===== src/rtl/gcore_pkg.sv =====
// Shared definitions for the GCore sequencer: state encoding, bus widths and stage decode helpers.
package gcore_pkg;

  localparam int GCORE_ADDR_W = 8;
  localparam int GCORE_DATA_W = 8;

  typedef enum logic [2:0] {
    S_IDLE  = 3'd0,
    S_PC    = 3'd1,
    S_FETCH = 3'd2,
    S_MEM   = 3'd3,
    S_ALU   = 3'd4,
    S_ACC   = 3'd5,
    S_OUT   = 3'd6,
    S_LOAD  = 3'd7
  } gcore_state_e;

  // Bit order {out, acc, alu, mem, opram, pc}; IDLE and LOAD own no stage.
  function automatic logic [5:0] stage_onehot(input gcore_state_e st);
    case (st)
      S_PC:    return 6'b000001;
      S_FETCH: return 6'b000010;
      S_MEM:   return 6'b000100;
      S_ALU:   return 6'b001000;
      S_ACC:   return 6'b010000;
      S_OUT:   return 6'b100000;
      default: return 6'b000000;
    endcase
  endfunction

  function automatic logic is_phase(input gcore_state_e st);
    return (stage_onehot(st) != 6'b000000);
  endfunction

endpackage


===== src/rtl/gcore_dwell_cnt.sv =====
// Phase dwell down-counter: loaded on phase entry, flags the first and last cycle of the dwell.
module gcore_dwell_cnt #(
  parameter int CNT_W = 8
) (
  input  logic             clk,
  input  logic             rst,
  input  logic             load,
  input  logic [CNT_W-1:0] load_val,
  output logic             first_cycle,
  output logic             last_cycle
);

  logic [CNT_W-1:0] cnt_r;
  logic             first_r;

  // Count register; holds at zero once the dwell has expired.
  always_ff @(posedge clk) begin
    if (rst) begin
      cnt_r   <= {CNT_W{1'b0}};
      first_r <= 1'b0;
    end else if (load) begin
      cnt_r   <= load_val;
      first_r <= 1'b1;
    end else begin
      cnt_r   <= (cnt_r != {CNT_W{1'b0}}) ? (cnt_r - {{(CNT_W-1){1'b0}}, 1'b1}) : cnt_r;
      first_r <= 1'b0;
    end
  end

  assign first_cycle = first_r;
  assign last_cycle  = (cnt_r == {CNT_W{1'b0}});

endmodule


===== src/rtl/gcore_seq_ctrl.sv =====
// GCore instruction sequencer: stage enables, run/step/halt control and opram loader arbitration.
// Optional breakpoint unit enabled by defining GCORE_SEQ_BREAKPOINT_EN.
module gcore_seq_ctrl
  import gcore_pkg::*;
#(
  parameter int PHASE_CYCLES = 1,
  parameter int INSTR_CNT_W  = 16
) (
  input  logic                    clk,
  input  logic                    rst,
  input  logic                    run,
  input  logic                    step,
  input  logic                    halt_req,
  input  logic                    load_req,
  input  logic                    load_we,
  input  logic [GCORE_ADDR_W-1:0] load_addr,
  input  logic [GCORE_DATA_W-1:0] load_data,
  output logic                    pc_en,
  output logic                    opram_en,
  output logic                    mem_en,
  output logic                    alu_en,
  output logic                    acc_en,
  output logic                    out_en,
  output logic                    load_gnt,
  output logic                    opram_we,
  output logic [GCORE_ADDR_W-1:0] opram_waddr,
  output logic [GCORE_DATA_W-1:0] opram_wdata,
  output logic                    busy,
  output logic                    halted,
  output logic [INSTR_CNT_W-1:0]  instr_cnt
`ifdef GCORE_SEQ_BREAKPOINT_EN
  ,
  input  logic [GCORE_ADDR_W-1:0] pc_addr,
  input  logic [GCORE_ADDR_W-1:0] bp_addr,
  input  logic                    bp_valid,
  output logic                    bp_hit
`endif
);

  gcore_state_e state_r, state_s;
  logic one_shot_r, one_shot_s;
  logic halted_r, halted_s;
  logic resume_r, resume_s;
  logic run_q_r, run_rise_s;
  logic retire_s, bp_match_s;
  logic dwell_load_s, first_cycle_s, last_cycle_s;
  logic load_gnt_r, busy_r, opram_we_r;
  logic [GCORE_ADDR_W-1:0] waddr_r;
  logic [GCORE_DATA_W-1:0] wdata_r;
  logic [INSTR_CNT_W-1:0]  instr_cnt_r;

  assign run_rise_s   = run & ~run_q_r;
  assign dwell_load_s = is_phase(state_s) && (state_s != state_r);

  gcore_dwell_cnt #(.CNT_W(8)) u_dwell (
    .clk         (clk),
    .rst         (rst),
    .load        (dwell_load_s),
    .load_val    (8'(PHASE_CYCLES - 1)),
    .first_cycle (first_cycle_s),
    .last_cycle  (last_cycle_s)
  );

  // Next-state, halt/one-shot bookkeeping and retire decision.
  always_comb begin
    state_s    = state_r;
    one_shot_s = one_shot_r;
    resume_s   = resume_r;
    retire_s   = 1'b0;
    halted_s   = run_rise_s ? 1'b0 : halted_r;
    case (state_r)
      S_IDLE: begin
        if (load_req) begin
          state_s = S_LOAD;
        end else if (run && !halted_s) begin
          state_s    = resume_r ? S_FETCH : S_PC;
          one_shot_s = 1'b0;
          resume_s   = 1'b0;
        end else if (step) begin
          state_s    = resume_r ? S_FETCH : S_PC;
          one_shot_s = 1'b1;
          resume_s   = 1'b0;
          halted_s   = 1'b0;
        end else begin
          state_s = S_IDLE;
        end
      end
      S_PC: begin
        // Breakpoint parks before fetch; resume skips S_PC so pc is not advanced twice.
        if (bp_match_s) begin
          state_s    = S_IDLE;
          halted_s   = 1'b1;
          resume_s   = 1'b1;
          one_shot_s = 1'b0;
        end else if (last_cycle_s) begin
          state_s = S_FETCH;
        end else begin
          state_s = S_PC;
        end
      end
      S_FETCH: state_s = last_cycle_s ? S_MEM : S_FETCH;
      S_MEM:   state_s = last_cycle_s ? S_ALU : S_MEM;
      S_ALU:   state_s = last_cycle_s ? S_ACC : S_ALU;
      S_ACC:   state_s = last_cycle_s ? S_OUT : S_ACC;
      S_OUT: begin
        if (last_cycle_s) begin
          retire_s   = 1'b1;
          one_shot_s = 1'b0;
          if (halt_req) begin
            halted_s = 1'b1;
            state_s  = S_IDLE;
          end else if (load_req) begin
            state_s = S_LOAD;
          end else if (run && !one_shot_r) begin
            state_s = S_PC;
          end else begin
            state_s = S_IDLE;
          end
        end else begin
          state_s = S_OUT;
        end
      end
      S_LOAD:  state_s = load_req ? S_LOAD : S_IDLE;
      default: state_s = S_IDLE;
    endcase
  end

  // Control state, counters and registered status/loader outputs.
  always_ff @(posedge clk) begin
    if (rst) begin
      state_r     <= S_IDLE;
      one_shot_r  <= 1'b0;
      halted_r    <= 1'b0;
      resume_r    <= 1'b0;
      run_q_r     <= 1'b0;
      instr_cnt_r <= {INSTR_CNT_W{1'b0}};
      load_gnt_r  <= 1'b0;
      busy_r      <= 1'b0;
      opram_we_r  <= 1'b0;
      waddr_r     <= {GCORE_ADDR_W{1'b0}};
      wdata_r     <= {GCORE_DATA_W{1'b0}};
    end else begin
      state_r     <= state_s;
      one_shot_r  <= one_shot_s;
      halted_r    <= halted_s;
      resume_r    <= resume_s;
      run_q_r     <= run;
      instr_cnt_r <= retire_s ? (instr_cnt_r + {{(INSTR_CNT_W-1){1'b0}}, 1'b1}) : instr_cnt_r;
      load_gnt_r  <= (state_s == S_LOAD);
      busy_r      <= (state_s != S_IDLE);
      // A write presented as load_req falls is dropped with the grant.
      opram_we_r  <= load_gnt_r & load_req & load_we;
      waddr_r     <= (load_gnt_r & load_req & load_we) ? load_addr : {GCORE_ADDR_W{1'b0}};
      wdata_r     <= (load_gnt_r & load_req & load_we) ? load_data : {GCORE_DATA_W{1'b0}};
    end
  end

`ifdef GCORE_SEQ_BREAKPOINT_EN
  logic bp_hit_r;

  assign bp_match_s = (state_r == S_PC) && last_cycle_s && bp_valid && (pc_addr == bp_addr);

  // Single-cycle breakpoint indication.
  always_ff @(posedge clk) begin
    if (rst) begin
      bp_hit_r <= 1'b0;
    end else begin
      bp_hit_r <= bp_match_s;
    end
  end

  assign bp_hit = bp_hit_r;
`else
  assign bp_match_s = 1'b0;
`endif

  assign {out_en, acc_en, alu_en, mem_en, opram_en, pc_en} =
    stage_onehot(state_r) & {6{first_cycle_s}};
  assign load_gnt    = load_gnt_r;
  assign busy        = busy_r;
  assign halted      = halted_r;
  assign instr_cnt   = instr_cnt_r;
  assign opram_we    = opram_we_r;
  assign opram_waddr = waddr_r;
  assign opram_wdata = wdata_r;

endmodule


===== config.mk =====
export PLATFORM = sky130hd
export DESIGN_NAME = gcore_seq_ctrl
export DESIGN_NICKNAME = d
export VERILOG_FILES = /design/src/rtl/gcore_pkg.sv /design/src/rtl/gcore_dwell_cnt.sv /design/src/rtl/gcore_seq_ctrl.sv
export SDC_FILE = /design/constraint.sdc
export NUM_CORES = 1
export LEC_CHECK = 0
export ABC_AREA = 1
export CORE_MARGIN = 2
export CORE_UTILIZATION = 53
export DETAILED_ROUTE_END_ITERATION = 8
export MAX_ROUTING_LAYER = met4
export PLACE_DENSITY = 0.86
export SKIP_LAST_GASP = 1
export SYNTH_ARGS = -nofsm -noshare
export SYNTH_HDL_FRONTEND = slang
export SYNTH_HIERARCHICAL = 1
export SYNTH_SLANG_ARGS = --single-unit

===== constraint.sdc =====
create_clock -name clk -period 6.1 [get_ports clk]
set_input_delay 1.22 -clock clk [delete_from_list [all_inputs] [get_ports clk]]
set_output_delay 1.22 -clock clk [all_outputs]
set_load 0.01 [all_outputs]

# == After elaboration in Yosys (flattened, before gate mapping) ==
# Cells that the tools add are included.
# op_classes
n_addsub,2
mul,0
n_div,0
order_cmp,0
eq_ne,18
shifts,0
mux,34
bitwise,7
reduce_logical,16
# ops
op,count
6-bit case mux with 6 select lines,2
3-bit equality test (second input constant),8
3-bit case mux with 8 select lines,1
1-bit two-way mux,18
3-bit two-way mux,6
16-bit by 1-bit adder with 16-bit output (second input constant),1
3-bit by 2-bit equality test with 1-bit output (second input constant),4
2-bit two-way mux,5
8-bit zero test,1
8-bit nonzero test,1
8-bit by 1-bit subtractor with 8-bit output (second input constant),1
6-bit bitwise AND,1
3-bit by 1-bit equality test with 1-bit output (second input constant),2
6-bit nonzero test,1
2-bit != test (second input constant),2
1-bit case mux with 2 select lines,2
4-bit AND reduction,1
2-bit nonzero test,2
2-bit OR reduction,2
1-bit bitwise AND,3
1-bit logical AND,3
3-bit zero test,1
3-bit != test,1
3-bit != test (second input constant),1
other kinds (4),7
# word_totals
register_bits,51
latchBits,0
mem_bits_rw,0
romBits,0
out_inout_bits,42
memories,0

# == Logic depth before layout (Yosys ltp) ==
# Gate-level depths: netlist of the first run.
# logic_depth
depth_word,13
mapped_depth,19
mapped_depth_nobuf,19

# == By module ==
# Netlist of the first run, hierarchy kept.
# by_module_without_submodules
mod,instances,cells_each,area_each_um2,seq_area_each_um2
gcore_seq_ctrl,1,278,1990.7,820.8
gcore_dwell_cnt,1,86,541.8,180.2

# == Worst setup path before layout of the first run ==
# No wires, ideal clock.
# synth_timing
path_kind,input to register
start,input run
end,register u_dwell.cnt_r[1]
setup_time_ns,0.129
arrival_time_ns,2.482
required_ns,5.971
slack_ns,3.489
stages,14
path_buffers,1
path_cell_list,inv_1 -> o21ai_1 -> inv_1 -> nor2_1 -> nor2_1 -> nand2_1 -> nand2_2 -> nor2_1 -> nor2_1 -> nor2_1 -> clkbuf_1 -> o21ai_0 -> nand2_1 -> a21oi_1
# synth_between
elab_chain_len,12
# synth_rtl
element,line_no,text
"start, declared",gcore_seq_ctrl.sv:11,"input logic run,"
1-bit bitwise AND,gcore_seq_ctrl.sv:52,assign run_rise_s = run & ~run_q_r;
1-bit two-way mux,gcore_seq_ctrl.sv:70,halted_s = run_rise_s ? 1'b0 : halted_r;
1-bit zero test,gcore_seq_ctrl.sv:75,end else if (run && !halted_s) begin
1-bit logical AND,gcore_seq_ctrl.sv:75,
2-bit two-way mux,gcore_seq_ctrl.sv:75,
3-bit two-way mux,gcore_seq_ctrl.sv:73,if (load_req) begin
3-bit case mux with 8 select lines (*),gcore_seq_ctrl.sv:71,case (state_r)
"3-bit equality test, or another cell as far along",gcore_pkg.sv:20,case (st)
6-bit case mux with 6 select lines,gcore_pkg.sv:20,
6-bit nonzero test,gcore_pkg.sv:32,return (stage_onehot(st) != 6'b000000);
1-bit logical AND (*),gcore_seq_ctrl.sv:53,assign dwell_load_s = is_phase(state_s) && (state_s != state_r);
net dwell_load_s,gcore_seq_ctrl.sv:46,"logic dwell_load_s, first_cycle_s, last_cycle_s;"
2-bit OR reduction (no source line) (*),--,
"end signal, assigned",gcore_dwell_cnt.sv:19,cnt_r <= {CNT_W{1'b0}};
"end signal, assigned",gcore_dwell_cnt.sv:22,cnt_r <= load_val;
"end signal, assigned",gcore_dwell_cnt.sv:25,"cnt_r <= (cnt_r != {CNT_W{1'b0}}) ? (cnt_r - {{(CNT_W-1){1'b0}}, 1'b1}) : cnt_r;"
"end, declared",gcore_dwell_cnt.sv:13,logic [CNT_W-1:0] cnt_r;
# The timed path passes the listed nets; every way through them passes the cells marked *.
# A chain may end at the register's enable or synchronous reset.

# == Final worst setup path of the first run ==
# layout_timing
start,input load_req
end,register u_dwell.cnt_r[4]
# layout_between
elab_chain_len,9
# layout_rtl
element,line_no,text
"start, declared",gcore_seq_ctrl.sv:14,"input logic load_req,"
3-bit two-way mux,gcore_seq_ctrl.sv:112,end else if (load_req) begin
3-bit two-way mux,gcore_seq_ctrl.sv:109,if (halt_req) begin
3-bit two-way mux,gcore_seq_ctrl.sv:106,if (last_cycle_s) begin
3-bit case mux with 8 select lines (*),gcore_seq_ctrl.sv:71,
"3-bit equality test, or another cell as far along",gcore_pkg.sv:20,
6-bit case mux with 6 select lines,gcore_pkg.sv:20,
6-bit nonzero test,gcore_pkg.sv:32,
1-bit logical AND (*),gcore_seq_ctrl.sv:53,
net dwell_load_s,gcore_seq_ctrl.sv:46,
2-bit OR reduction (no source line) (*),--,
# Marked as above.

==> impl_metrics.yaml, run 1 <==
setup_path:
  reg2reg_slack_ns: 3.20
  endpoint_kind: "register"
  max_stage_delay_ns: 0.67
  r2r_end: "u_dwell/cnt_r[4]$_SDFFE_PP0P_"
  setup.worst_path.start_class: "primary input"
  crit_type: "in2reg"
  crit_slowest_cell: "clkdlybuf4s50_1"
  cp_top_family: "simple AND/OR/NAND/NOR gates"
  path_buf_inv: 3
  arrival_ns: 3.68
  worstPathRequired_ns: 6.31
  r2r_start: "u_dwell/cnt_r[0]$_SDFFE_PP0P_"
  cp_cell_sequence: "clkdlybuf4s50_1 > nand2_1 > nor2_2 > inv_1 > nand3_1 > nor2_1 > nand2_2 > nand2_2 > nor2_1 > nor2_1 > nor2_1 > inv_1 > nand2_2 > nand2_1 > nor2_1"
  cpMostUsedCell: "nor2_1"
  crit_fanout: 11
  reg2regPathDepth: 18
logic_synthesis:
  seq_area_frac_synth: 0.395
  synth-main-ff-cell: "dfxtp_1"
  synth_top_area_cell: "dfxtp_1"
  synthDistinctLibCells: 33
  avgSynthCellArea_um2: 6.96
  yosys.cell_count.top_type: "nand2_1"
  synth-seq-cells: 50
  synthArstFlopShare: 0
  synth_top_area_frac: 0.395
  synth_cells: 364
  synth_area_um2: 2530
  yosys_warnings: 6
  synth_edf_count: 0
  synth_area_leaders: "dfxtp_1, nand2_1, nor2_1"
  ys_top_cells_by_count: "nand2_1, nor2_1, inv_1"
route:
  via_per_inst: 5.04
  drt-pass1-iter-count: 5
  drc: 0
  vias: 2465
  dr.first_iter.drc_count: 212
  wl_per_cell_um: 11.3
  route.antenna.remaining_nets: 0
  drt-total-wl_um: 5530
finish:
  fin_area_um2: 3330
  area_delta_synth_final_pct: 31.4
  utilization: 0.714
  n_antenna_cell: 0
  layout-drive-gt1-share: 0.0897
  fin_cells: 489
  ff_latch_area_um2: 1000
  fin_nets: 459
  multi_input_area_um2: 1280
  fill_cells: 403
outcome:
  status: "completed"
grt:
  grt_pass1_wl_um: 9160
  groute.usage.overall: 0.220
  antenna_found_initial: 0
  grt_max_degree: 26
  grt_pass1_vias: 2129
  overflow: 0
placed_design:
  placed_area_um2: 3210
  hpwl_um: 4190
  port_buffers: 64
  dp_cells: 481
  pre_cts_ws_ns: 2.30
  gp_congestion: 0.927
hold_path:
  whs_endpoint: "one_shot_r$_SDFFE_PP0P_"
  hp-start: "one_shot_r$_SDFFE_PP0P_"
  holdPathStages: 2
  hp-class: "reg2reg"
sta:
  rsz0062_at_grt: "no"
  skew_ns: 0.0148
  worstMarginPinSlew_ns: 0.881
  min_period_ns: 3.47
  maxSlewViolCount: 0
  setup_violations: 0
  slew_headroom: 0.411
  setup_tns_ns: 0
  hold_viol: 0
  fmax_ghz: 0.288
  fin_ws_ns: 2.63
  min_period_over_period: 0.570
  hold_ws_ns: 0.496
die:
  die_h_um: 73.1
  dieArea_um2: 5350
  die_w_um: 73.1
  start_util: 0.543
  pin_count: 65
  coreArea_um2: 4660
  rows: 25
power:
  ir_drop_mv: 0.185
  total_leakage_power_nw: 1.49
  total_power_mw: 1.23
  power.density_nw_per_um2: 369
clock_tree:
  cts_resized: 0
  cts_tree: "yes"
  htree_levels: 2
  clock-sinks: 50
  cts_hold_buf: 0
  postCtsSetupBuffers: 0
  cts_buffer_depth: 2
  worstSkewPairLatency_ns: 0.30
  cts_buffers: 5
  cts_root_buffer: "clkbuf_8"
  clkTransAtPathRegs_ns: 0.10
job:
  maxCapViolCount: 0
-- area by class of cell --
cell class	count	area share
clock inverters	3	0.0143
clock buffers	5	0.0207
inverters	58	0.0669
flip-flops and latches	50	0.301
well taps	54	0.0203
multi-input cells	255	0.385
repair buffers	64	0.192
-- worst max path at each step --
stage	startpoint	to	slack (ns)	cells after the start
after floorplan	run	u_dwell/cnt_r[1]$_SDFFE_PP0P_	3.49	14
after global placement	load_req	u_dwell/cnt_r[4]$_SDFFE_PP0P_	2.33	16
after detailed placement	load_req	u_dwell/cnt_r[4]$_SDFFE_PP0P_	2.30	16
after CTS	load_req	u_dwell/cnt_r[4]$_SDFFE_PP0P_	2.61	16
after global routing	load_req	u_dwell/cnt_r[0]$_SDFFE_PP0P_	2.29	15
final	load_req	u_dwell/cnt_r[4]$_SDFFE_PP0P_	2.63	15
-- per-layer routing --
layer / GRT usage / vias to the layer above / wire, um
li1: - / 1264 / -
met1: 0.286 / 1111 / 2450
met2: 0.346 / 81 / 2660
met3: 0.0511 / 9 / 360
met4: 0.0556 / 0 / 53
met5: - / - / 0
-- sequential cells by signal, summed over array words and instances, names as in the netlist, 3 cells and up --
name,count
instr_cnt,16
opram_waddr,8
opram_wdata,8
u_dwell/cnt_r,8
state_r,3
-- cells by family (layout without fill, tap and decap cells) --
| kind of cell | Yosys count | count (layout) | synth area share |
|---|---|---|---|
| other | 1 | 8 | 0.00148 |
| DFF | 50 | 50 | 0.395 |
| and+or+nand+nor | 207 | 207 | 0.403 |
| xor gates and xnor gates | 1 | 1 | 0.00346 |
| adders and majority gates | 2 | 2 | 0.00988 |
| AOI/OAI and AO/OA | 37 | 37 | 0.0771 |
| buffers and inverters | 66 | 130 | 0.110 |
-- tightest hold or removal path: stages, from the launching register on --
cell and delay [ns]:
dfxtp_1 0.33, nand3_1 0.07, a21oi_1 0.06
-- power by group --
group	internal (mW)	total, mW	switching, mW
sequential	0.371	0.437	0.0665
combinational	0.207	0.551	0.344
clock	0.124	0.239	0.114
-- cell usage in the layout, fill, tap and decap left out, types with 4 or more instances in the layout --
cell	n
clkbuf_8	5
nand2_2	7
nand2_1	80
nand3_1	17
o21ai_1	6
nand4_1	4
dfxtp_1	50
nand2_4	4
nor2_1	60
inv_1	52
a21oi_1	18
nor3_1	13
nor2_4	6
conb_1	8
o21ai_0	9
clkdlybuf4s50_1	64
Note: power is estimated with default switching activity, not from simulation.
==> run 2, diff against run 1 <==
--- a/config.mk
+++ b/config.mk
@@ -7,10 +7,10 @@
 export LEC_CHECK = 0
 export ABC_AREA = 1
 export CORE_MARGIN = 2
-export CORE_UTILIZATION = 53
+export CORE_UTILIZATION = 44
 export DETAILED_ROUTE_END_ITERATION = 8
 export MAX_ROUTING_LAYER = met4
-export PLACE_DENSITY = 0.86
+export PLACE_DENSITY = 0.76
 export SKIP_LAST_GASP = 1
 export SYNTH_ARGS = -nofsm -noshare
 export SYNTH_HDL_FRONTEND = slang
==> constraint.sdc (replaced) <==
create_clock -name clk -period 3.1 [get_ports clk]
set_input_delay 0.62 -clock clk [delete_from_list [all_inputs] [get_ports clk]]
set_output_delay 0.62 -clock clk [all_outputs]
set_load 0.01 [all_outputs]
==> impl_metrics.yaml, run 2 (same netlist as run 1, synthesis figures left out) <==
sta:
  slew_headroom: 0.574
  setup_violations: 0
  worstMarginPinSlew_ns: 0.638
  setup_tns_ns: 0
  rsz0062_at_grt: "no"
  hold_ws_ns: 0.491
  skew_ns: 0.00525
  min_period_over_period: 0.830
  fmax_ghz: 0.389
  maxSlewViolCount: 0
  min_period_ns: 2.57
  hold_viol: 0
clock_tree:
  htree_levels: 2
  clock-sinks: 50
  cts_buffer_depth: 2
  cts_root_buffer: "clkbuf_8"
  cts_hold_buf: 0
  cts_buffers: 5
  clkTransAtPathRegs_ns: 0.09
  cts_resized: 0
  cts_tree: "yes"
  postCtsSetupBuffers: 0
  worstSkewPairLatency_ns: 0.31
route:
  dr.first_iter.drc_count: 169
  via_per_inst: 4.74
  drc: 0
  vias: 2413
  wl_per_cell_um: 11.0
  drt-total-wl_um: 5610
  route.antenna.remaining_nets: 0
  drt-pass1-iter-count: 4
die:
  die_w_um: 79.9
  dieArea_um2: 6380
  pin_count: 65
  start_util: 0.457
  die_h_um: 79.9
  coreArea_um2: 5540
  rows: 27
finish:
  largest_reg_flops: 16
  layout_common_cells: "nand2_1, clkdlybuf4s50_1, nor2_1, inv_1, dfxtp_1"
  fin_area_um2: 3340
  layout-drive-gt1-share: 0.0938
  fill_cells: 529
  final_common_cell: "nand2_1"
  fin_nets: 461
  fin_cells: 509
  n_antenna_cell: 0
  area_delta_synth_final_pct: 32.0
grt:
  grt_max_degree: 25
  grt_pass1_wl_um: 9490
  overflow: 0
  antenna_found_initial: 0
  groute.usage.overall: 0.191
  grt_pass1_vias: 2241
hold_path:
  whs_endpoint: "one_shot_r$_SDFFE_PP0P_"
  holdPathStages: 2
  hp-class: "reg2reg"
  hp-start: "one_shot_r$_SDFFE_PP0P_"
setup_path:
  reg2reg_slack_ns: 0.68
  worstPathRequired_ns: 2.48
  arrival_ns: 1.95
  crit_type: "reg2out"
  r2r_start: "u_dwell/cnt_r[0]$_SDFFE_PP0P_"
  r2r_end: "u_dwell/cnt_r[6]$_SDFFE_PP0P_"
  setup.worst_path.start_class: "register"
  crit_fanout: 9
  endpoint_kind: "output pin"
  reg2regPathDepth: 17
power:
  swShare: 0.442
  netSwitchingPower_mw: 1.05
  pwr-share-comb: 0.471
  clockPowerShare: 0.166
  p_int_mw: 1.33
  ir_drop_mv: 0.402
  power.density_nw_per_um2: 711
  pwr-share-seq: 0.363
  total_leakage_power_nw: 1.48
outcome:
  status: "completed"
placed_design:
  gp_congestion: 0.959
  port_buffers: 64
  placed_area_um2: 3250
  hpwl_um: 4300
  dp_cells: 501
job:
  maxCapViolCount: 0
[run 2: cell count changes in the layout (fill, tap and decap cells not counted), sizes merged]
cell,previous run,this run
buf,0,2
clkinvlp,0,2
bufinv,1,0
clkinv,3,2
[run 2: power by group through the flow]
| stage | Clock [mW] | Combinational (mW) | Sequential [mW] |
|---|---|---|---|
| final | 0.394 | 1.12 | 0.863 |
| after global routing | 0.438 | 1.28 | 0.876 |
| after CTS | 0.411 | 1.12 | 0.861 |
| after detailed placement | 0 | 1.12 | 0.875 |
| after global placement | 0 | 1.09 | 0.873 |
| after floorplan | 0 | 0.954 | 0.797 |
[run 2: cell type report]
class,count,area (um^2),share of cell area
well taps,72,90.1,0.0270
repair buffers,66,656,0.196
multi-input cells,255,1280,0.383
flip-flops and latches,50,1000,0.300
inverters,58,223,0.0666
clock buffers,5,68.8,0.0206
clock inverters,3,23.8,0.00711
[run 2: routing by layer]
metal | track usage | vias up | part of all wire
li1 | - | 1272 | -
met1 | 0.224 | 1079 | 0.45
met2 | 0.323 | 58 | 0.49
met3 | 0.0622 | 4 | 0.055
met4 | 0.0407 | 0 | 0.0080
met5 | - | - | 0
[run 2: metrics by stage]
stage / setup WS, ns / power [mW] / util
3_3_place_gp: 0.538 / 1.96 / 0.586
4_1_cts: 0.506 / 2.40 / 0.603
2_1_floorplan: 0.919 / 1.75 / -
5_1_grt: 0.422 / 2.59 / 0.603
3_5_place_dp: 0.507 / 2.00 / 0.586
6_report: 0.526 / 2.38 / 0.603
[run 2: worst max path at each step]
stage                                             start                            end  slack (ns)  depth (start not counted)
final                             state_r[0]$_SDFF_PP0_                         acc_en        0.53                          3
after global routing              state_r[0]$_SDFF_PP0_                         acc_en        0.42                          3
after CTS                         state_r[0]$_SDFF_PP0_                         acc_en        0.51                          3
after detailed placement                            run  u_dwell/cnt_r[0]$_SDFFE_PP0P_        0.51                         15
after global placement                              run  u_dwell/cnt_r[6]$_SDFFE_PP0P_        0.54                         16
after floorplan           u_dwell/cnt_r[0]$_SDFFE_PP0P_  u_dwell/cnt_r[1]$_SDFFE_PP0P_        0.92                         16
[run 2: worst max-delay path, stage by stage (launching register included)]
cell,delay (ns)
dfxtp_1,0.74
inv_6,0.07
nor4_1,0.25
clkdlybuf4s50_1,0.58
==> run 3, diff against run 2 <==
==> constraint.sdc (replaced) <==
create_clock -name clk -period 2.2 [get_ports clk]
set_input_delay 0.44 -clock clk [delete_from_list [all_inputs] [get_ports clk]]
set_output_delay 0.44 -clock clk [all_outputs]
set_load 0.01 [all_outputs]
==> impl_metrics.yaml, run 3 (same netlist as run 1, synthesis figures left out) <==
setup_path:
  arrival_ns: 1.63
  crit_slowest_cell: "clkdlybuf4s50_1"
  crit_type: "reg2out"
  r2r_end: "u_dwell/cnt_r[1]$_SDFFE_PP0P_"
  r2r_start: "u_dwell/cnt_r[1]$_SDFFE_PP0P_"
  worstPathRequired_ns: 1.76
  reg2regPathDepth: 18
  endpoint_kind: "output pin"
  max_stage_delay_ns: 0.54
  setup.worst_path.start_class: "register"
  cp_cell_sequence: "buf_4 > nor2_2 > nand2_1 > nor2_1 > clkdlybuf4s50_1"
  crit_fanout: 9
  reg2reg_slack_ns: 0.17
outcome:
  status: "completed"
route:
  route.antenna.remaining_nets: 0
  vias: 2549
  drt-pass1-iter-count: 4
  dr.first_iter.drc_count: 105
  drt-total-wl_um: 5930
  drc: 0
  routed.top_layer: "met4"
  m1WireLength_um: 2620
  wl_met3_um: 281
  wl_per_cell_um: 11.2
  via_per_inst: 4.82
  routed-wl-met2_um: 2970
sta:
  min_period_ns: 2.07
  setup_tns_ns: 0
  maxSlewViolCount: 0
  hold_ws_ns: 0.485
  skew_ns: 0.00550
  fmax_ghz: 0.482
  setup_violations: 0
  hold_viol: 0
  rsz0062_at_grt: "yes"
  min_period_over_period: 0.943
hold_path:
  whs_endpoint: "one_shot_r$_SDFFE_PP0P_"
  holdPathStages: 2
  hp-start: "one_shot_r$_SDFFE_PP0P_"
  hp-class: "reg2reg"
grt:
  grt_pass1_vias: 2384
  overflow: 0
  grt_max_degree: 25
  antenna_found_initial: 0
  grt_pass1_wl_um: 10000
  groute.usage.overall: 0.201
power:
  ir_drop_mv: 0.692
  total_power_mw: 3.86
  power.density_nw_per_um2: 1080
  total_leakage_power_nw: 1.64
finish:
  largest_reg_flops: 16
  n_antenna_cell: 0
  utilization: 0.645
  fin_nets: 481
  layout-drive-gt1-share: 0.177
  final_common_cell: "nand2_1"
  layout_common_cells: "nand2_1, clkdlybuf4s50_1, nor2_1, inv_1, dfxtp_1"
  area_delta_synth_final_pct: 41.2
job:
  maxCapViolCount: 0
clock_tree:
  htree_levels: 2
  cts_buffer_depth: 2
  cts_tree: "yes"
  cts_hold_buf: 0
  cts_buffers: 5
  cts_root_buffer: "clkbuf_8"
  clkTransAtPathRegs_ns: 0.09
  clock-sinks: 50
  worstSkewPairLatency_ns: 0.31
placed_design:
  hpwl_um: 4540
  gp_congestion: 0.930
  port_buffers: 64
die:
  coreArea_um2: 5540
  dieArea_um2: 6380
  die_h_um: 79.9
  pin_count: 65
  rows: 27
  die_w_um: 79.9
  start_util: 0.457
run 3: worst max-delay path by stage:
stage,end,depth (start not counted),slack (ns),startpoint
finish,opram_en,5,0.13,state_r[0]$_SDFF_PP0_
floorplan,u_dwell/cnt_r[1]$_SDFFE_PP0P_,16,0.02,u_dwell/cnt_r[0]$_SDFFE_PP0P_
detailed placement,u_dwell/cnt_r[1]$_SDFFE_PP0P_,15,-0.25,run
global placement,u_dwell/cnt_r[1]$_SDFFE_PP0P_,15,-0.18,run
CTS,u_dwell/cnt_r[1]$_SDFFE_PP0P_,17,0.008,u_dwell/cnt_r[0]$_SDFFE_PP0P_
global route,u_dwell/cnt_r[6]$_SDFFE_PP0P_,18,-0.02,u_dwell/cnt_r[1]$_SDFFE_PP0P_
run 3: report_power, final:
group / leakage [nW] / switching (mW) / internal (mW)
logic: 1.19 / 1.18 / 0.925
clock network: 0.0447 / 0.327 / 0.230
registers: 0.408 / 0.156 / 1.04
total: 1.64 / 1.66 / 2.20
run 3: per-layer routing:
layer  GRT usage  vias to the layer above
met3      0.0430                        8
met1       0.233                     1159
li1            -                     1316
met2       0.349                       66
met4      0.0627                        0
met5           -                        -
run 3: area by class of cell:
cell class / instances / area [um^2]
Clock buffer: 5 / 68.8
Sequential cell: 50 / 1010
Fill cell: 507 / 1970
Clock inverter: 3 / 25.0
Timing Repair Buffer: 86 / 811
Tap cell: 72 / 90.1
Inverter: 58 / 225
Multi-Input combinational cell: 255 / 1350
run 3: critical path, delay by kind of cell (launching register included):
family | cells | cell delay (ns)
buffers and inverters | 2 | 0.73
DFF | 1 | 0.31
and+or+nand+nor | 3 | 0.29
run 3: timing repair:
item                       in CTS  in global routing
setup endpoints to repair      11                 11
pin swaps                       0                  5
setup buffers                   0                  1
hold endpoints to repair        0                  0
resized for setup               4                 26
run 3: per-stage QoR:
| step | instance area, um^2 | instances | setup slack [ns] |
|---|---|---|---|
| 2_1_floorplan | 2560 | 371 | 0.0188 |
| 3_3_place_gp | 3390 | 520 | -0.178 |
| 3_5_place_dp | 3390 | 520 | -0.254 |
| 6_report | 3570 | 529 | 0.126 |
| 5_1_grt | 3570 | 529 | -0.0155 |
| 4_1_cts | 3490 | 528 | 0.00755 |
